--- src/rtl/interboard_pkg.sv ---
`default_nettype none
// ============================================================================
// interboard_pkg : shared definitions for the 6-bit inter-board link
// Rev 1.0
// ============================================================================
package interboard_pkg;

    localparam int BEAT_W     = 6;
    localparam int MARKER_BIT = 5;

    localparam logic [2:0] MSG_RST = 3'b111;

    // Beat payload below the marker bit: beat 0 and beat 1 layouts.
    typedef struct packed {
        logic [2:0] msg_type;
        logic [1:0] num_hi;
    } beat0_t;

    typedef struct packed {
        logic [1:0] pad;
        logic [2:0] num_lo;
    } beat1_t;

    typedef logic [1:0] state_t;
    localparam state_t ST_IDLE  = 2'd0;
    localparam state_t ST_ACK0  = 2'd1;
    localparam state_t ST_WAIT1 = 2'd2;
    localparam state_t ST_ACK1  = 2'd3;

endpackage
`default_nettype wire

--- src/rtl/interboard_if.sv ---
`default_nettype none
// ============================================================================
// interboard_if : request/acknowledge link wires between the two boards
// Rev 1.0
// ============================================================================
interface interboard_if;
    logic       Request_in;
    logic [5:0] inter_data_in;
    logic       Ack_out;

    modport master (output Request_in, output inter_data_in, input Ack_out);
    modport slave  (input Request_in, input inter_data_in, output Ack_out);
endinterface
`default_nettype wire

--- src/rtl/interboard_sync.sv ---
`default_nettype none
// ============================================================================
// interboard_sync : 2-FF synchronizer for a single asynchronous level
// Rev 1.0
// ============================================================================
module interboard_sync (
    input  logic clk,
    input  logic rst,
    input  logic d_i,
    output logic q_o
);

    logic meta_q;
    logic sync_q;

    always_ff @(posedge clk) begin
        if (rst) begin
            meta_q <= 1'b0;
            sync_q <= 1'b0;
        end else begin
            meta_q <= d_i;
            sync_q <= meta_q;
        end
    end

    assign q_o = sync_q;

endmodule
`default_nettype wire

--- src/rtl/interboard_receiver.sv ---
`default_nettype none
// ============================================================================
// interboard_receiver : 4-phase handshake receiver, two beats -> one message
// Rev 1.0
// ============================================================================
module interboard_receiver
    import interboard_pkg::*;
#(
    parameter int TIMEOUT_CYCLES = 1_000_000
) (
    input  logic         clk,
    input  logic         rst,
    interboard_if.slave  link,
    output logic         interboard_en,
    output logic [2:0]   interboard_msg_type,
    output logic [4:0]   interboard_number,
    output logic         interboard_rst,
    output logic         frame_err
);

    localparam int TW = (TIMEOUT_CYCLES > 1) ? $clog2(TIMEOUT_CYCLES) : 1;
    localparam logic [TW-1:0] T_LAST = TW'(TIMEOUT_CYCLES - 1);

    logic   req_s;
    logic   w_marker;
    beat0_t w_b0;
    beat1_t w_b1;

    state_t        state_q, state_d;
    logic          ack_q, ack_d;
    logic          discard_q, discard_d;
    beat0_t        beat0_q, beat0_d;
    beat1_t        beat1_q, beat1_d;
    logic [TW-1:0] timer_q, timer_d;
    logic          en_q, en_d;
    logic          rstp_q, rstp_d;
    logic          err_q, err_d;
    logic [2:0]    type_q, type_d;
    logic [4:0]    num_q, num_d;

    interboard_sync u_req_sync (
        .clk (clk),
        .rst (rst),
        .d_i (link.Request_in),
        .q_o (req_s)
    );

    assign w_marker = link.inter_data_in[MARKER_BIT];
    assign w_b0     = beat0_t'(link.inter_data_in[MARKER_BIT-1:0]);
    assign w_b1     = beat1_t'(link.inter_data_in[MARKER_BIT-1:0]);

    always_comb begin
        state_d   = state_q;
        ack_d     = ack_q;
        discard_d = discard_q;
        beat0_d   = beat0_q;
        beat1_d   = beat1_q;
        timer_d   = timer_q;
        en_d      = 1'b0;
        rstp_d    = 1'b0;
        err_d     = 1'b0;
        type_d    = type_q;
        num_d     = num_q;

        case (state_q)
            ST_IDLE: begin
                if (req_s) begin
                    beat0_d   = w_b0;
                    ack_d     = 1'b1;
                    discard_d = ~w_marker;
                    err_d     = ~w_marker;
                    state_d   = ST_ACK0;
                end
            end
            ST_ACK0: begin
                if (!req_s) begin
                    ack_d   = 1'b0;
                    timer_d = '0;
                    state_d = discard_q ? ST_IDLE : ST_WAIT1;
                end
            end
            ST_WAIT1: begin
                if (req_s) begin
                    ack_d = 1'b1;
                    if (w_marker) begin
                        // Sender restarted: the new beat becomes beat 0.
                        err_d     = 1'b1;
                        beat0_d   = w_b0;
                        discard_d = 1'b0;
                        state_d   = ST_ACK0;
                    end else begin
                        beat1_d = w_b1;
                        state_d = ST_ACK1;
                    end
                end else if (timer_q == T_LAST) begin
                    err_d   = 1'b1;
                    state_d = ST_IDLE;
                end else if (timer_q != '1) begin
                    timer_d = timer_q + 1'b1;
                end
            end
            ST_ACK1: begin
                if (!req_s) begin
                    ack_d   = 1'b0;
                    state_d = ST_IDLE;
                    if (beat1_q.pad != 2'b00) begin
                        err_d = 1'b1;
                    end else if (beat0_q.msg_type == MSG_RST) begin
                        rstp_d = 1'b1;
                    end else begin
                        en_d   = 1'b1;
                        type_d = beat0_q.msg_type;
                        num_d  = {beat0_q.num_hi, beat1_q.num_lo};
                    end
                end
            end
            default: state_d = ST_IDLE;
        endcase
    end

    always_ff @(posedge clk) begin
        if (rst) begin
            state_q   <= ST_IDLE;
            ack_q     <= 1'b0;
            discard_q <= 1'b0;
            beat0_q   <= '0;
            beat1_q   <= '0;
            timer_q   <= '0;
            en_q      <= 1'b0;
            rstp_q    <= 1'b0;
            err_q     <= 1'b0;
            type_q    <= '0;
            num_q     <= '0;
        end else begin
            state_q   <= state_d;
            ack_q     <= ack_d;
            discard_q <= discard_d;
            beat0_q   <= beat0_d;
            beat1_q   <= beat1_d;
            timer_q   <= timer_d;
            en_q      <= en_d;
            rstp_q    <= rstp_d;
            err_q     <= err_d;
            type_q    <= type_d;
            num_q     <= num_d;
        end
    end

    assign link.Ack_out        = ack_q;
    assign interboard_en       = en_q;
    assign interboard_rst      = rstp_q;
    assign frame_err           = err_q;
    assign interboard_msg_type = type_q;
    assign interboard_number   = num_q;

endmodule
`default_nettype wire

--- src/flat_wrapper.sv ---
// flat-port wrapper written by rule: the top's interface ports become plain ports
module interboard_receiver_flat import interboard_pkg::*;
#(
    parameter int TIMEOUT_CYCLES = 1_000_000
)
  (clk, rst, interboard_en, interboard_msg_type, interboard_number, interboard_rst, frame_err, link_Request_in, link_inter_data_in, link_Ack_out);
  interboard_if link_i ();
  input  logic clk;
  input  logic rst;
  output logic interboard_en;
  output logic [2:0] interboard_msg_type;
  output logic [4:0] interboard_number;
  output logic interboard_rst;
  output logic frame_err;
  input wire logic [$bits(link_i.Request_in)-1:0] link_Request_in;
  input wire logic [$bits(link_i.inter_data_in)-1:0] link_inter_data_in;
  output wire logic [$bits(link_i.Ack_out)-1:0] link_Ack_out;
  assign link_i.Request_in = link_Request_in;
  assign link_i.inter_data_in = link_inter_data_in;
  assign link_Ack_out = link_i.Ack_out;
  interboard_receiver #(.TIMEOUT_CYCLES(TIMEOUT_CYCLES)) u_core (.clk(clk), .rst(rst), .link(link_i), .interboard_en(interboard_en), .interboard_msg_type(interboard_msg_type), .interboard_number(interboard_number), .interboard_rst(interboard_rst), .frame_err(frame_err));
endmodule
--- config.mk ---
export PLATFORM = sky130hd
export DESIGN_NAME = interboard_receiver_flat
export DESIGN_NICKNAME = d
export VERILOG_FILES = /design/src/rtl/interboard_pkg.sv /design/src/rtl/interboard_if.sv /design/src/rtl/interboard_sync.sv /design/src/rtl/interboard_receiver.sv /design/src/flat_wrapper.sv
export SDC_FILE = /design/constraint.sdc
export NUM_CORES = 1
export LEC_CHECK = 0
export BUFFER_PORTS_ARGS = -buffer_cell sky130_fd_sc_hd__buf_2
export CAP_MARGIN = 20
export CORE_MARGIN = 3
export CORE_UTILIZATION = 53
export CTS_CLUSTER_DIAMETER = 120
export DETAILED_ROUTE_END_ITERATION = 10
export PLACE_DENSITY_LB_ADDON = 0.15
export SETUP_SLACK_MARGIN = 0.1
export SYNTH_ARGS = -nofsm -noshare
export SYNTH_HDL_FRONTEND = slang
export SYNTH_SLANG_ARGS = --single-unit
export TNS_END_PERCENT = 30
--- constraint.sdc ---
create_clock -name clk -period 2.7 [get_ports clk]
set_input_delay 0.81 -clock clk [delete_from_list [all_inputs] [get_ports clk]]
set_output_delay 0.81 -clock clk [all_outputs]
set_load 0.05 [all_outputs]
==> reports/results.ini, run 1 <==
[status]
status=complete, no violations

[routing]
vias=1781
route.antenna.remaining_nets=0
starting_drt_drc_count=137
avgRoutedWirePerCell_um=12.7
via_per_inst=5.67
routed_wl_um=3990
number_of_detailed_routing_iterations_run_before_antenna_repair=4
detail_route.drc_violations=0

[placement]
numPlacedInstances=306
dp.final_hpwl_um=2890
placement.io_buffers=20
final_gp_congestion=0.830

[worst_setup_path]
crit_path_start_kind=register
criticalPathCategory=register to register
critical_path_required_ns=2.94
endpoint_kind=register
timing.critical_path.fanout_max=10
crit_arrival_ns=2.32

[die]
num_io_pins=21
coreArea_um2=3720
die_w_um=68.7
start_util=0.561
rows=22
die_y_um=68.7
dieArea_um2=4720

[synthesis]
async_set_reset_flop_share_out_of_synthesis=0
post_synth.cell_area_avg_um2=8.58
postSynthRegisterBits=47
netlist_area_um2=2080
synth_seq_area_share=0.451
synth.net_count=254
dominantRegCellSynth=sky130_fd_sc_hd__dfxtp_1
netlist.top_cell.by_area=sky130_fd_sc_hd__dfxtp_1
synthesis.instances=243
netlist_top_cells_area=sky130_fd_sc_hd__dfxtp_1 (45%), sky130_fd_sc_hd__a21oi_1 (5.8%), sky130_fd_sc_hd__mux2i_1 (5.3%)
yosysUniqueCellTypes=40
yosysWarnings=0
number_of_synthesized_flops_with_an_enable_pin=0
yosys.area.top_type_share=0.451

[sta]
setup_viol=0
final.min_clock_period_ns=2.08
final_hold_fails=0
final-max-slew-violation-count=0
final_min_period_over_clock_period=0.771
skew_ns=0.00956
setup-tns-final_ns=0
worst_slew_margin_rel=0.589
worstMarginPinSlew_ns=0.611
fmaxAchievable_mhz=480
rsz0062_at_grt=no

[clock_network]
path_clk_slew_ns=0.10
post_cts_resized=0
cts-hold-fix-buffers=0
tritoncts_clock_tree=yes
postCtsSetupRepairBufs=0
clk_root_buffer_cell=sky130_fd_sc_hd__clkbuf_8
cts_inserted_buffers=5
clk_latency_ns=0.30
max-clock-path-buffers=2
clock_sinks=47
clock_tree.htree_level_count=2

[layout]
layoutNonFillerInstCount=314
antennaDiodeCount=0
final_nets=276
area_growth_pct=12.2
post_route_cells_drive_above_1_share=0.147
finish.utilization=0.630

[power_and_ir_drop]
total_power_mw=1.21
power_per_cell_area_nw_per_um2=515
peakVddDrop_uv=425
leakage_nw=0.815

[global_route]
grt_antenna_before_repair=0
grt_remaining_overflow=0
grt_first_pass_wirelength_um=6590
global_route.usage.total=0.184
grt_start_max_net_pins=19
grt_pass1_vias=1542

[job]
cap_viol_max_count=0

[min_path]
hp-class=register to register

[layout by cell type, fill, tap and decap left out, drive strengths merged, types with 5 or more instances in the layout]
cell,Yosys,final
a21oi,24,24
buf,4,27
clkbuf,8,5
dfxtp,47,47
inv,4,6
mux2i,11,11
nand2,22,22
nand3,8,8
nand4,6,6
nor2,29,29
nor2b,5,5
nor3,5,5
nor4,6,6
o21ai,9,9
o31ai,8,8
or3,8,8
or4,9,9
[cell families after synthesis]
| logic type | Yosys count | synth area share |
|---|---|---|
| AOI/OAI and AO/OA | 48 | 0.138 |
| xor gates and xnor gates | 4 | 0.0168 |
| adders and majority gates | 2 | 0.0120 |
| buffers and inverters | 16 | 0.0324 |
| DFF | 47 | 0.451 |
| muxes | 11 | 0.0528 |
| and+or+nand+nor | 115 | 0.297 |
[flip-flops by register name (all words and copies together) (netlist names)]
register and cells:
u_core.timer_q 20, u_core.beat0_q 5, u_core.beat1_q 5, u_core.interboard_number 5, u_core.interboard_msg_type 3, u_core.state_q 2
u_core.discard_q 1, u_core.frame_err 1, u_core.interboard_en 1, u_core.interboard_rst 1, u_core.link.Ack_out 1, u_core.u_req_sync.meta_q 1
u_core.u_req_sync.q_o 1
[cell type report]
type / instances / area (um2)
Clock buffer: 5 / 68.8
Fill cell: 347 / 1380
Sequential cell: 47 / 941
Timing Repair Buffer: 27 / 153
Multi-Input combinational cell: 180 / 1080
Clock inverter: 3 / 26.3
Tap cell: 48 / 60.1
Inverter: 4 / 15.0
[per-stage QoR]
step	setup WS [ns]	hold WS (ns)	area [um2]
after floorplan	0.755	0.414	2080
final	0.618	0.457	2340
after detailed placement	0.624	0.438	2240
after global placement	0.668	0.433	2240
after global routing	0.468	0.464	2340
after CTS	0.605	0.457	2340
[final timing paths]
kind	startpoint	end	slack (ns)	cells past startpoint
hold / removal	u_core.interboard_number[1]$_SDFFE_PP0P_	u_core.interboard_number[1]$_SDFFE_PP0P_	0.46	2
hold reg to reg	u_core.interboard_number[1]$_SDFFE_PP0P_	u_core.interboard_number[1]$_SDFFE_PP0P_	0.46	2
setup / recovery	u_core.state_q[1]$_SDFFE_PP0P_	u_core.timer_q[12]$_SDFFE_PP0P_	0.62	5
setup reg to reg	u_core.state_q[1]$_SDFFE_PP0P_	u_core.timer_q[12]$_SDFFE_PP0P_	0.62	5
[synthesized netlist by cell type, drive strengths merged, types with 2 or more instances]
cell	number
nand2	22
nand2b	3
nor2b	5
nand4b	2
clkbuf	8
and3	3
or3	8
inv	4
a21oi	24
dfxtp	47
nand4	6
or4	9
buf	4
o21ai	9
nor2	29
nor4	6
nand3	8
or4b	2
o31ai	8
nor3	5
mux2i	11
and2	2
xnor2	3
ha	2
[critical path: stages, from the launching register on]
cell                      delay (ns)
sky130_fd_sc_hd__dfxtp_1        0.50
sky130_fd_sc_hd__xor2_1         0.23
sky130_fd_sc_hd__or4b_1         0.57
sky130_fd_sc_hd__or2_0          0.27
sky130_fd_sc_hd__or3_1          0.30
sky130_fd_sc_hd__a21oi_1        0.14
[metal layers]
metal | vias up | wire length [um] | global-route usage
li1 | 920 | - | -
met1 | 830 | 1880 | 0.230
met2 | 26 | 1950 | 0.313
met3 | 5 | 103 | 0.0340
met4 | 0 | 53 | 0.0657
met5 | - | 0 | 0
[power breakdown]
part | internal, mW | switching, mW
Clock | 0.191 | 0.249
Combinational | 0.0218 | 0.0374
Sequential | 0.701 | 0.00683
Total | 0.913 | 0.293
No activity file was read; power rests on OpenSTA's default activity.
==> run 2, diff against run 1 <==
Clock period 2.7 ns to 2 ns, I/O delays scaled along.
==> run 2 against run 1 <==
- count of clock-buffer cells in the layout is the same
- register-to-register slack lost 0.55 ns
- wire length grew 4.6%
- worst setup slack lost 0.55 ns
- first-iteration DRC count shrank 16%
- global-route usage grew 2.2 points
- design area grew 7.2%
- clock skew shrank 0.0029 ns
- largest power group unchanged
==> reports/results.ini, run 2 (same netlist as run 1, synthesis figures left out) <==
[power_and_ir_drop]
power_per_cell_area_nw_per_um2=688
total_power_mw=1.72
leakage_nw=0.911
peakVddDrop_uv=515

[die]
rows=22
num_io_pins=21
die_w_um=68.7
die_y_um=68.7
coreArea_um2=3720
dieArea_um2=4720
start_util=0.561

[routing]
detail_route.drc_violations=0
number_of_detailed_routing_iterations_run_before_antenna_repair=4
route.antenna.remaining_nets=0
starting_drt_drc_count=115
vias=1835
via_per_inst=5.61
avgRoutedWirePerCell_um=12.8
routed_wl_um=4170

[global_route]
grt_remaining_overflow=0
grt_antenna_before_repair=0
grt_start_max_net_pins=22
gr-usage-met2=0.352
grt_first_pass_wirelength_um=7360
met1_usage=0.250
grt_pass1_vias=1711
grt-busiest-layer=met2
global_route.usage.total=0.205
grt_met3_usage=0.0567

[min_path]
hp-class=register to register
min_delay_path_depth=1

[placement]
final_gp_congestion=0.839
placement.io_buffers=20
dp.final_hpwl_um=3050

[worst_setup_path]
crit_path_max_incr_delay_ns=0.49
crit_path_start_kind=register
critPathSlowestCell=sky130_fd_sc_hd__or4b_1
regToRegSetupSlack_ns=0.07
crit_arrival_ns=2.17
crit_chain=nand4_4 -> or3_4 -> or4b_1 -> or3_1 -> a21oi_2
reg2regPathDepth=5
critical_path.endpoint=u_core.timer_q[19]$_SDFFE_PP0P_
critical_path.startpoint=u_core.timer_q[9]$_SDFFE_PP0P_
reg2reg_from=u_core.timer_q[9]$_SDFFE_PP0P_
critical_path_required_ns=2.24
criticalPathCategory=register to register
timing.critical_path.fanout_max=5
reg2reg_to=u_core.timer_q[19]$_SDFFE_PP0P_
endpoint_kind=register

[sta]
worstMarginPinSlew_ns=0.336
setup_viol=0
fmaxAchievable_mhz=519
final-max-slew-violation-count=0
final_hold_fails=0
final.min_clock_period_ns=1.93
worst_slew_margin_rel=0.774
final_min_period_over_clock_period=0.964
rsz0062_at_grt=yes
setup-tns-final_ns=0
skew_ns=0.00664

[layout]
area_growth_pct=20.3
layout_common_cells=sky130_fd_sc_hd__dfxtp_1 (40), sky130_fd_sc_hd__nor2_1 (29), sky130_fd_sc_hd__nand2_1 (22), sky130_fd_sc_hd__a21oi_1 (22), sky130_fd_sc_hd__buf_2 (20)
multi_input_comb_area_um2=1110
number_of_inserted_filler_cells_in_the_final_layout=334
sequential_cell_area_um2=955
finish.utilization=0.675
post_route_cells_drive_above_1_share=0.233
antennaDiodeCount=0
top_register=u_core.timer_q
final_common_cell=sky130_fd_sc_hd__dfxtp_1
largest_register_ffs=20
final_nets=289

[clock_network]
cts_inserted_buffers=5
clk_root_buffer_cell=sky130_fd_sc_hd__clkbuf_8
clock_tree.htree_level_count=2
tritoncts_clock_tree=yes
clock_sinks=47
cts-hold-fix-buffers=0
path_clk_slew_ns=0.09
clk_latency_ns=0.30
max-clock-path-buffers=2

[job]
cap_viol_max_count=0

[status]
status=complete, no violations

run 2: changes by cell type in the layout (fill, tap and decap cells not counted), moves of 2 or more:
cell / change
sky130_fd_sc_hd__a21oi_1: -2
sky130_fd_sc_hd__a21oi_2: +2
sky130_fd_sc_hd__buf_4: +12
sky130_fd_sc_hd__dfxtp_1: -7
sky130_fd_sc_hd__dfxtp_2: +5
sky130_fd_sc_hd__dfxtp_4: +2
sky130_fd_sc_hd__inv_6: -2
run 2: worst min-delay path by stage:
| stage | startpoint | to | slack [ns] |
|---|---|---|---|
| final | u_core.u_req_sync.meta_q$_SDFF_PP0_ | u_core.u_req_sync.q_o$_SDFF_PP0_ | 0.44 |
| after global routing | u_core.u_req_sync.meta_q$_SDFF_PP0_ | u_core.u_req_sync.q_o$_SDFF_PP0_ | 0.46 |
| after CTS | u_core.u_req_sync.meta_q$_SDFF_PP0_ | u_core.u_req_sync.q_o$_SDFF_PP0_ | 0.45 |
| after detailed placement | u_core.u_req_sync.meta_q$_SDFF_PP0_ | u_core.u_req_sync.q_o$_SDFF_PP0_ | 0.43 |
| after global placement | u_core.u_req_sync.meta_q$_SDFF_PP0_ | u_core.u_req_sync.q_o$_SDFF_PP0_ | 0.42 |
| after floorplan | u_core.u_req_sync.meta_q$_SDFF_PP0_ | u_core.u_req_sync.q_o$_SDFF_PP0_ | 0.41 |
run 2: metrics by stage:
stage	std cells	hold WS (ns)	cell area (um2)	setup WS (ns)
after floorplan	243	0.414	2090	0.0955
after global placement	318	0.420	2340	0.0922
after detailed placement	318	0.428	2340	0.0210
after CTS	326	0.448	2450	0.0309
after global routing	327	0.464	2510	0.00368
final	327	0.443	2510	0.0729
run 2: final cells by class:
cell class | count | share of cell area
Multi-Input combinational cell | 180 | 0.443
Sequential cell | 47 | 0.381
Timing Repair Buffer | 40 | 0.101
Clock buffer | 5 | 0.0274
Tap cell | 48 | 0.0239
Clock inverter | 3 | 0.0175
Inverter | 4 | 0.00599
run 2: power by group:
part           switching, mW  internal, mW
clock network          0.314         0.372
logic                 0.0548        0.0338
registers            0.00671         0.943
total                  0.376          1.35
run 2: layer usage:
metal | vias up | part of all wire
met3 | 6 | 0.029
met2 | 16 | 0.50
met5 | - | 0
li1 | 954 | -
met4 | 0 | 0.013
met1 | 859 | 0.46
run 2: worst max-delay path: cells and delay by family, from the launching register on:
family	cells	cell delay [ns]
AND/OR/NAND/NOR	4	1.36
flip-flops	1	0.38
AO/OA/AOI/OAI	1	0.13
run 2: what timing repair did:
action,4_1_cts,5_1_grt
cloned,0,0
resized for setup,3,13
endpoints found under the setup margin,3,18
pin swaps,0,0
buffers inserted,0,1
==> run 3, diff against run 2 <==
==> constraint.sdc (replaced) <==
create_clock -name clk -period 2 [get_ports clk]
set_input_delay 0.2 -clock clk [delete_from_list [all_inputs] [get_ports clk]]
set_output_delay 0.2 -clock clk [all_outputs]
set_load 0.05 [all_outputs]
==> run 3 against run 2 <==
- fmax rose by 1.8%
- largest power group unchanged
- hold slack worse by 0.34 ns
- design area grew 0.40%
- non-clock buffer count is the same
- global-route usage fell by 0.85 points
- critical endpoint is now u_core.timer_q[12]$_SDFFE_PP0P_
- sequential share of layout area rose by 0.20 points
- count of clock-buffer cells in the layout stayed put
- sequential power about the same
- critical path depth rose by 1
==> reports/results.ini, run 3 (same netlist as run 1, synthesis figures left out) <==
[status]
status=complete, no violations

[clock_network]
cts_inserted_buffers=5
tritoncts_clock_tree=yes
clock_sinks=47
clk_root_buffer_cell=sky130_fd_sc_hd__clkbuf_8
max-clock-path-buffers=2
cts-hold-fix-buffers=0
clock_tree.htree_level_count=2
path_clk_slew_ns=0.09
clk_latency_ns=0.31

[layout]
post_route_cells_drive_above_1_share=0.247
antennaDiodeCount=0
area_growth_pct=20.8
final_nets=289
largest_register_ffs=20
number_of_inserted_filler_cells_in_the_final_layout=316
final_common_cell=sky130_fd_sc_hd__dfxtp_1
layout_common_cells=sky130_fd_sc_hd__dfxtp_1 (37), sky130_fd_sc_hd__nor2_1 (29), sky130_fd_sc_hd__a21oi_1 (23)
top_register=u_core.timer_q

[sta]
final-max-slew-violation-count=0
final_hold_fails=0
setup-tns-final_ns=0
worstMarginPinSlew_ns=0.334
setup_viol=0
rsz0062_at_grt=yes
fmaxAchievable_mhz=528
skew_ns=0.00487
final_min_period_over_clock_period=0.947
timing.hold.ws_ns=0.102
final.min_clock_period_ns=1.89
worst_slew_margin_rel=0.775

[die]
num_io_pins=21
die_w_um=68.7
dieArea_um2=4720
die_y_um=68.7
rows=22
start_util=0.561
coreArea_um2=3720

[worst_setup_path]
endpoint_kind=register
crit_chain=ha_1 -> nand2_1 -> or4b_4 -> or2_0 -> or3_1 -> a21oi_2
critical_path_required_ns=2.24
criticalPathCategory=register to register
crit_path_max_incr_delay_ns=0.58
critPathSlowestCell=sky130_fd_sc_hd__or4b_4
crit_path_start_kind=register
timing.critical_path.max_delay_family=simple AND/OR/NAND/NOR gates
crit_arrival_ns=2.14
timing.critical_path.fanout_max=7
number_of_buffer_and_inverter_instances_along_the_worst_setup_path=0

[power_and_ir_drop]
sequentialPowerShare=0.581
combPwrFrac=0.055
switching_power_uw=404
peakVddDrop_uv=571
leakage_nw=0.912
power_per_cell_area_nw_per_um2=648
power.share.switching=0.248
power_share_of_the_clock_group=0.364
internal-power_mw=1.23

[placement]
dp.final_hpwl_um=3060
placement.io_buffers=20
final_gp_congestion=0.881

[job]
cap_viol_max_count=0

[routing]
route.antenna.remaining_nets=0
routed_wl_um=4430
number_of_detailed_routing_iterations_run_before_antenna_repair=4
detail_route.drc_violations=0
starting_drt_drc_count=153
avgRoutedWirePerCell_um=13.5
via_per_inst=5.67
vias=1855

[global_route]
grt_antenna_before_repair=0
global_route.usage.total=0.197
grt_start_max_net_pins=26
grt_remaining_overflow=0
grt_first_pass_wirelength_um=7010
grt_pass1_vias=1582

[min_path]
hp-class=primary input to register

==> run 3: cell type report <==
type                            instances  area, um2  area share
Clock buffer                            5       68.8      0.0273
Clock inverter                          3       22.5     0.00894
Inverter                                4       15.0     0.00596
Multi-Input combinational cell        180       1130       0.447
Sequential cell                        47        963       0.383
Tap cell                               48       60.1      0.0238
Timing Repair Buffer                   40        263       0.104
==> run 3: power by group through the flow <==
stage	registers, mW	logic (mW)	clock network, mW
2_1_floorplan	0.980	0.0487	0
3_3_place_gp	0.975	0.0863	0
3_5_place_dp	0.975	0.0872	0
4_1_cts	0.953	0.0875	0.612
5_1_grt	0.949	0.0992	0.634
6_report	0.948	0.0891	0.595
==> run 3: worst reg2reg max path, stage by stage, from the launching register on <==
cell and delay (ns):
sky130_fd_sc_hd__dfxtp_2 0.36, sky130_fd_sc_hd__ha_1 0.16, sky130_fd_sc_hd__nand2_1 0.08, sky130_fd_sc_hd__or4b_4 0.58, sky130_fd_sc_hd__or2_0 0.23, sky130_fd_sc_hd__or3_1 0.32, sky130_fd_sc_hd__a21oi_2 0.11
==> run 3: through the flow <==
stage	cell area, um2	power, mW	utilization	worst slack (ns)	cells
after floorplan	2090	1.03	-	0.0955	243
after global placement	2340	1.06	0.630	0.0948	317
after detailed placement	2340	1.06	0.630	0.0564	317
after CTS	2440	1.65	0.656	0.0621	325
after global routing	2520	1.68	0.678	0.0274	327
final	2520	1.63	0.678	0.106	327
==> run 3: timing repair <==
| action | CTS | global route |
|---|---|---|
| buffers inserted | 0 | 2 |
| endpoints found under the setup margin | 2 | 22 |
| pin swaps | 0 | 4 |
| gates resized for setup | 2 | 20 |
==> run 3: layer usage <==
| metal | wire [um] | GRT usage | share of wire |
|---|---|---|---|
| met5 | 0 | 0 | 0 |
| met4 | 61 | 0.0511 | 0.014 |
| met3 | 158 | 0.0632 | 0.036 |
| met2 | 2190 | 0.337 | 0.49 |
| met1 | 2020 | 0.237 | 0.46 |
==> run 3: final timing paths <==
check             cells after the start                                 from                                   to  slack [ns]
setup reg to reg                      6       u_core.timer_q[0]$_SDFFE_PP0P_      u_core.timer_q[12]$_SDFFE_PP0P_        0.11
hold reg to reg                       1  u_core.u_req_sync.meta_q$_SDFF_PP0_     u_core.u_req_sync.q_o$_SDFF_PP0_        0.45
setup / recovery                      6       u_core.timer_q[0]$_SDFFE_PP0P_      u_core.timer_q[12]$_SDFFE_PP0P_        0.11
hold / removal                        2                      link_Request_in  u_core.u_req_sync.meta_q$_SDFF_PP0_        0.10
